### src/rtl/idivs_seq_pkg.sv
// Shared encodings and helpers for the signed division sequencer.
// Mode codes, FSM states and the conditional negate used on operands/results.
package idivs_seq_pkg;

  localparam logic [1:0] MODE_UMMOD = 2'b00;
  localparam logic [1:0] MODE_SMREM = 2'b01;
  localparam logic [1:0] MODE_FMMOD = 2'b10;

  typedef enum logic [1:0] {
    IDLE   = 2'd0,
    LAUNCH = 2'd1,
    WAIT   = 2'd2,
    FIX    = 2'd3
  } state_e;

  // Two's-complement negate when neg is set; callers cast to their width.
  function automatic logic [63:0] abs_w(
    input logic        neg,
    input logic [63:0] v
  );
    return neg ? (~v + 64'd1) : v;
  endfunction

endpackage

### src/rtl/idivs_seq.sv
// Signed/unsigned division sequencer around an external unsigned divider.
// Feeds magnitudes to udiv, then applies sign, floor and range correction.
module idivs_seq
  import idivs_seq_pkg::*;
#(
  parameter int WIDTH = 8
) (
  input  logic               clk,
  input  logic               arst,
  input  logic               go,
  input  logic [1:0]         mode,
  input  logic [2*WIDTH-1:0] dividend,
  input  logic [WIDTH-1:0]   divisor,
  output logic               busy,
  output logic               done,
  output logic [WIDTH-1:0]   quot,
  output logic [WIDTH-1:0]   rem,
  output logic               overflow,
  output logic               udiv_go,
  output logic [2*WIDTH-1:0] udiv_dividend,
  output logic [WIDTH-1:0]   udiv_divisor,
  input  logic               udiv_busy,
  input  logic [WIDTH-1:0]   udiv_quot,
  input  logic [WIDTH-1:0]   udiv_rem,
  input  logic               udiv_overflow
);

  localparam logic [WIDTH:0] HALF    = {2'b01, {(WIDTH-1){1'b0}}};
  localparam logic [WIDTH:0] HALF_M1 = HALF - (WIDTH+1)'(1);

  state_e             state_q, state_d;
  logic [1:0]         mode_q;
  logic               sd_q, sv_q;
  logic [WIDTH-1:0]   div_q;
  logic [2*WIDTH-1:0] udvd_q;
  logic [WIDTH-1:0]   udvs_q;
  logic [WIDTH-1:0]   quot_q, rem_q;
  logic               ovf_q, done_q;

  logic               accept, sgn_in, sd_in, sv_in;
  logic [1:0]         mode_in;
  logic               ns, is_sm, is_fm, fm_adj;
  logic [WIDTH-1:0]   qs, rs;
  logic [WIDTH:0]     q_ext, q_inc;
  logic [WIDTH-1:0]   fix_quot, fix_rem;
  logic               fix_ovf;

  // Request decode: go counts only in IDLE and not in the done cycle.
  always_comb begin
    accept  = (state_q == IDLE) & go & ~done_q;
    sgn_in  = (mode == MODE_SMREM) | (mode == MODE_FMMOD);
    sd_in   = sgn_in & dividend[2*WIDTH-1];
    sv_in   = sgn_in & divisor[WIDTH-1];
    mode_in = sgn_in ? mode : MODE_UMMOD;
  end

  // Next-state logic for the launch/wait/fix sequence.
  always_comb begin
    state_d = state_q;
    unique case (state_q)
      IDLE:    if (accept) state_d = LAUNCH;
      LAUNCH:  state_d = WAIT;
      WAIT:    if (!udiv_busy) state_d = FIX;
      FIX:     state_d = IDLE;
      default: state_d = IDLE;
    endcase
  end

  // Sign, floor and signed-range correction of the udiv result.
  always_comb begin
    ns       = sd_q ^ sv_q;
    is_sm    = mode_q == MODE_SMREM;
    is_fm    = mode_q == MODE_FMMOD;
    fm_adj   = is_fm & ns & (|udiv_rem);
    qs       = WIDTH'(abs_w(ns, 64'(udiv_quot)));
    rs       = WIDTH'(abs_w(sd_q, 64'(udiv_rem)));
    q_ext    = {1'b0, udiv_quot};
    q_inc    = q_ext + (WIDTH+1)'(1);
    fix_quot = udiv_quot;
    fix_rem  = udiv_rem;
    fix_ovf  = udiv_overflow;
    unique case (1'b1)
      fm_adj: begin
        fix_quot = qs - WIDTH'(1);
        fix_rem  = rs + div_q;
        fix_ovf  = udiv_overflow | (q_inc > HALF);
      end
      (is_sm | is_fm) & ~fm_adj: begin
        fix_quot = qs;
        fix_rem  = rs;
        fix_ovf  = udiv_overflow |
                   (ns ? (q_ext > HALF) : (q_ext > HALF_M1));
      end
      default: ;
    endcase
  end

  // FSM state register.
  always_ff @(posedge clk or posedge arst) begin
    if (arst) state_q <= IDLE;
    else      state_q <= state_d;
  end

  // Operand capture on an accepted go; held through LAUNCH and WAIT.
  always_ff @(posedge clk or posedge arst) begin
    if (arst) begin
      mode_q <= MODE_UMMOD;
      sd_q   <= 1'b0;
      sv_q   <= 1'b0;
      div_q  <= '0;
      udvd_q <= '0;
      udvs_q <= '0;
    end else if (accept) begin
      mode_q <= mode_in;
      sd_q   <= sd_in;
      sv_q   <= sv_in;
      div_q  <= divisor;
      udvd_q <= (2*WIDTH)'(abs_w(sd_in, 64'(dividend)));
      udvs_q <= WIDTH'(abs_w(sv_in, 64'(divisor)));
    end
  end

  // Result registers and the done pulse, written only in FIX.
  always_ff @(posedge clk or posedge arst) begin
    if (arst) begin
      quot_q <= '0;
      rem_q  <= '0;
      ovf_q  <= 1'b0;
      done_q <= 1'b0;
    end else begin
      done_q <= state_q == FIX;
      if (state_q == FIX) begin
        quot_q <= fix_ovf ? '1 : fix_quot;
        rem_q  <= fix_ovf ? '1 : fix_rem;
        ovf_q  <= fix_ovf;
      end
    end
  end

  assign busy          = state_q != IDLE;
  assign done          = done_q;
  assign quot          = quot_q;
  assign rem           = rem_q;
  assign overflow      = ovf_q;
  assign udiv_go       = state_q == LAUNCH;
  assign udiv_dividend = udvd_q;
  assign udiv_divisor  = udvs_q;

endmodule

### config.mk
export PLATFORM = sky130hd
export DESIGN_NAME = idivs_seq
export DESIGN_NICKNAME = d
export VERILOG_FILES = /design/src/rtl/idivs_seq_pkg.sv /design/src/rtl/idivs_seq.sv
export SDC_FILE = /design/constraint.sdc
export NUM_CORES = 1
export LEC_CHECK = 0
export ABC_AREA = 1
export CORE_ASPECT_RATIO = 2
export CORE_MARGIN = 2
export CORE_UTILIZATION = 45
export CTS_CLUSTER_SIZE = 10
export DETAILED_ROUTE_END_ITERATION = 8
export PLACE_DENSITY_LB_ADDON = 0.3
export RECOVER_POWER = 25
export SYNTH_ARGS = -nofsm -noshare
export SYNTH_HDL_FRONTEND = slang
export SYNTH_SLANG_ARGS = --single-unit
export TNS_END_PERCENT = 5
### constraint.sdc
create_clock -name clk -period 4.7 [get_ports clk]
set_clock_uncertainty 0.2 [all_clocks]
set_input_delay 0.94 -clock clk [delete_from_list [all_inputs] [get_ports clk]]
set_output_delay 0.94 -clock clk [all_outputs]
set_load 0.01 [all_outputs]
### Word-level counts from Yosys, hierarchy flattened

Cells that the tools add are included.

* bitwise logic cells: 18
* mux-type cells: 14
* reduce and logical (&&, ||, !) cells: 4
* equality and inequality tests: 9
* order comparisons: 3
* $add $sub $neg: 7

Operators with widths (number)
* 8-bit 2-to-1 mux: 5
* 8-bit one-hot mux with 2 select lines: 2
* 8-bit by 1-bit adder with 8-bit output, second input constant: 3
* 8-bit NOT: 3
* 16-bit by 1-bit adder with 16-bit output, second input constant: 1
* 16-bit 2-to-1 mux: 1
* 16-bit NOT: 1
* 8-bit by 1-bit adder with 9-bit output, second input constant: 1
* 9-bit by 8-bit > comparator with 1-bit output, second input constant: 1
* 8-bit adder: 1
* 2-bit equality test, second input constant: 4
* 8-bit by 7-bit > comparator with 1-bit output, second input constant: 1
* 8-bit > comparator, second input constant: 1
* 2-bit one-hot mux with 4 select lines: 1
* 8-bit OR reduction: 1
* 8-bit by 1-bit subtractor with 8-bit output, second input constant: 1
* 1-bit AND: 7
* 2-bit by 1-bit equality test with 1-bit output, second input constant: 3
* 2-bit 2-to-1 mux: 3
* 2-bit inequality test, second input constant: 2
* 1-bit bitwise OR: 4
* 2-bit zero test: 1
* 1-bit NOT: 2
* 1-bit one-hot mux with 2 select lines: 1
* 4 further kinds: 4

* word-level logic and storage cells: 66
* flip-flop bits (word level): 56
* output and inout port bits: 44
* bits of input ports: 47

### Longest topological paths before layout

* depth after elaboration: 7
* gate-level depth with buffers: 17
* mapped depth without buffers: 17

### Least setup slack after synthesis

OpenSTA, ideal clock, no wires.

* path kind: in2reg
* from: input udiv_rem[1]
* to: register rem_q[5] (netlist: rem[5])
* stages on the path: 14
* required time: 4.380 ns
* buffers on the path: 0
* path slack: 1.733 ns
* setup time: 0.120 ns
* arrival: 2.646 ns
* cell sequence: inv_1 > ha_1 > nand2_1 > o21ai_0 > xor2_1 > ha_1 > nand2_1 > or2_2 > nand3_1 > nand2_1 > nand3_1 > o211ai_1 > o21ai_1 > nand2_1

* longest elaborated chain between the ends: 6
* elaborated cells on any way between the ends: 11
* those cells by class: add/sub: 2; mux: 4; bitwise: 4; reduce/logical: 1

Ends and longest elaborated chain
* start: declaration: line idivs_seq.sv:24 `input logic [WIDTH-1:0] udiv_rem,`
* 8-bit NOT / 8-bit OR reduction (equally long branches): line idivs_seq_pkg.sv:21, idivs_seq.sv:74
* 8-bit by 1-bit adder with 8-bit output / 1-bit AND (equally long branches): line idivs_seq_pkg.sv:21, idivs_seq.sv:74
* 8-bit 2-to-1 mux / 1-bit NOT (equally long branches): line idivs_seq_pkg.sv:21, idivs_seq.sv:88
* 8-bit adder / 1-bit AND (equally long branches): line idivs_seq.sv:85, idivs_seq.sv:88
* 8-bit one-hot mux with 2 select lines / 1-bit one-hot mux with 2 select lines (equally long branches): line idivs_seq.sv:82 `unique case (1'b1)`
* 8-bit 2-to-1 mux *: line idivs_seq.sv:134 `rem_q <= fix_ovf ? '1 : fix_rem;`
* end signal: assignment: line idivs_seq.sv:134
* end: declaration: line idivs_seq.sv:37 `logic [WIDTH-1:0] quot_q, rem_q;`

Every way passes the cells marked *; elsewhere a longest branch is shown, timed or not.
A chain may end at the register's enable or synchronous reset.

### Worst setup path after layout

Ends and elaborated chain as after synthesis.

==> results.txt <==
status: finished with violations
failing checks: max-capacitance violations, max-slew violations
P_sw: 0.001386 W
sequential share of the synthesized area: 33.85%
Post-CTS Setup Inserts: 0
CP max stage delay: 0.48 ns
Area contributors post-synth: dfrtp_1, nand2_1, ha_1, inv_1, nand3_1
clock sinks: 55
Sw Ratio: 43.93%
min-delay src: quot[1]
Clk pwr share: 15.0%
CTS H-Tree Depth: 2
Final Cycle Share: 71.92%
Crit Path Class: input pin to flip-flop
Critical path buffers and inverters: 2
drt first-iter violations: 206
Worst Path Max Fanout: 5
antenna-violating nets left: 0
Fin Setup TNS: 0 ns
Relative slew margins: -13.01%
placed insts: 755
Hold Path Cell Cnt: 2
Hold EP: quot[1]
min Tclk post-route: 3.380 ns
Top Ports: 91
average size of a mapped cell: 7.097 um2
Die Y: 138.4 um
crit end category: flip-flop
Yosys top cell by area: dfrtp_1
pwr/cell area: 603.3 nW/um2
TritonCTS clock tree: built
most used cell, CP: nand2_1
Peak VDD IR: 0.2841 mV
GRT Total Usage: 22.41%
register clock-pin slew on the reported worst setup and hold paths: 0.06 ns
routed vias: 3995
DR WL/cell: 14.18 um
Fmax: 295.8 MHz
Finished Layout Cells: 763
nets@finish: 729
placed cell area: 5047 um2
reg-to-reg critical path startpoint: sd_q
worst r2r dst: rem[7]
core area: 8890 um2
Critical Path AT: 3.36 ns
final hold viol count: 0
Clock Tree Root: clkbuf_16
combinational power share: 59.1%
Slew @ Worst Pin: 1.693 ns
R2R depth: 13
number of synthesized flops with an enable pin: 0
RSZ-0062 raised after global routing: false
Post-Syn Area: 4066 um2
Post-route DRC: 0
Detailed Routing Iterations Pass 1: 4
fraction of registers with async set/reset: 100.0%
global-route wire length before repair: 17900 um
WL final: 10820 um
die width: 71.22 um
initial antenna violation count: 0
Worst-Skew Late Latency: 0.30 ns
n_diodes: 0
largest net degree at the start of global routing: 49
max-slew violations: 45
flop and latch count out of synthesis: 55
CTS Hold Bufs: 0
Primary FF master, synth: dfrtp_1
critical path's top delay family: simple AND/OR/NAND/NOR gates
Critical Path RT: 4.68 ns
final hold slack: 0.2856 ns
Row Count: 49
R2R setup slack: 1.94 ns
Pleak: 2.510 nW
RD Place Congestion: 0.9220
max cap viols: 1
total die area: 9859 um2
post-CTS sizing: 0
internal power: 0.001769 W
Worst path slowest cell: clkdlybuf4s50_1
post-synth top area share: 33.85%
synth warn: 0
CP Cell Sequence: clkdlybuf4s50_1, inv_1, ha_1, nand2_1, o21ai_0, xor2_1, ha_1, nand2_1, or2_2, nand3_1, nand2_1, nand3_1, o211ai_1, o21ai_1, nand2_1
min-delay worst type: flip-flop to flip-flop
total grt overflow: 0
syn nets: 642
total CTS buffers: 5
final instance area: 5229 um2
DP HPWL: 8542 um
library cells used by synthesis: 39
maximum root-to-sink buffer count: 2
number of global-route vias before repair: 4043
Finish-stage setup viols: 0
vias per cell: 5.236
Port Buf Inserts: 90
Synth Instances: 573
Initial Util: 45.74%
Tot Pwr: 0.003155 W
power share of the sequential group: 25.9%
share of layout cells above drive strength 1: 9.531%
synth-to-layout area growth: 28.58%
fillers: 852
Worst Setup Start Kind: input pin
## power groups by stage
stage / registers [W] / clock network (W) / logic, W
5_1_grt: 0.000840 / 0.000500 / 0.00206
3_5_place_dp: 0.000824 / 0 / 0.00187
6_report: 0.000817 / 0.000474 / 0.00186
2_1_floorplan: 0.000859 / 0 / 0.00120
3_3_place_gp: 0.000817 / 0 / 0.00184
4_1_cts: 0.000819 / 0.000484 / 0.00188
## stage by stage
stage	setup slack, ns	utilization (%)
2_1_floorplan	1.733	-
3_5_place_dp	1.051	56.78
6_report	1.320	58.82
4_1_cts	1.349	58.90
5_1_grt	1.115	58.82
3_3_place_gp	1.086	56.78
## registers in the layout (all words and copies together) (netlist names)
register,flops
mode_q,2
rem,8
div_q,8
udiv_dividend,16
done,1
sd_q,1
sv_q,1
state_q,2
quot,8
udiv_divisor,7
overflow,1
## routing by layer
metal  global-route usage (%)  vias up  wire length, um
li1                         -     2009                -
met1                    21.85     1865             3878
met2                    43.57       90             6100
met3                    2.843       31              339
met4                    11.32        0              501
met5                        0        -                0
## cell type report
cell class                 count  area (um2)  area share [%]
multi-input combinational    418        2286           43.72
sequential                    55        1376           26.32
timing repair buffer          95       930.9           17.80
inverter                      85       319.1           6.102
clock buffer                   6       128.9           2.465
tap                          102       127.6           2.441
clock inverter                 2       60.06           1.149
## cells by family (layout without fill, tap and decap cells)
family / Yosys count / after routing / share of synthesized area (%)
flops: 55 / 55 / 33.85
simple gates: 299 / 299 / 33.63
xor+xnor: 15 / 15 / 3.231
buf+inv: 100 / 188 / 9.939
fa+ha+maj: 22 / 22 / 6.954
compound gates: 82 / 82 / 12.40
## placed cells by master (no fill, tap or decap), types with 6 or more instances in the layout
cell type	count
a21oi_1	15
clkdlybuf4s50_1	88
dfrtp_1	55
ha_1	21
inv_1	69
inv_2	16
nand2_1	146
nand2_2	12
nand3_1	47
nand4_1	9
nor2_1	56
nor3_1	8
o211ai_1	8
o21ai_0	33
o21ai_1	7
o22ai_2	6
xor2_1	12
## synthesized netlist by cell type, types with 9 or more instances
cell and number:
o21ai_0 33, nor2_1 56, a21oi_1 15, nand4_1 9, nand3_1 47, ha_1 21
inv_2 16, nand2_2 12, dfrtp_1 55, xor2_1 12, clkbuf_1 9, inv_1 69
nand2_1 146
## worst max-delay path by stage
| stage | from | end | slack (ns) | cells past startpoint |
|---|---|---|---|---|
| floorplan | udiv_rem[1] | rem[5] | 1.73 | 14 |
| detailed placement | udiv_rem[0] | rem[7] | 1.05 | 15 |
| CTS | udiv_rem[0] | rem[7] | 1.35 | 15 |
| finish | udiv_rem[1] | rem[5] | 1.32 | 15 |
| global placement | udiv_rem[1] | rem[7] | 1.09 | 15 |
| global route | udiv_rem[1] | rem[6] | 1.12 | 18 |
## worst reg2reg max path, cell delays in order, from the launching register on
cell and delay [ns]:
dfrtp_1 0.59, inv_1 0.18, nor2_1 0.14, xor2_1 0.24, ha_1 0.35, a21oi_1 0.24
nand2_1 0.13, nand4_1 0.11, o211ai_1 0.13, nand3_1 0.11, nand2_1 0.05, nor2_1 0.11
nor2_1 0.05, nor2_1 0.07
(Power assumes the default switching activity.)
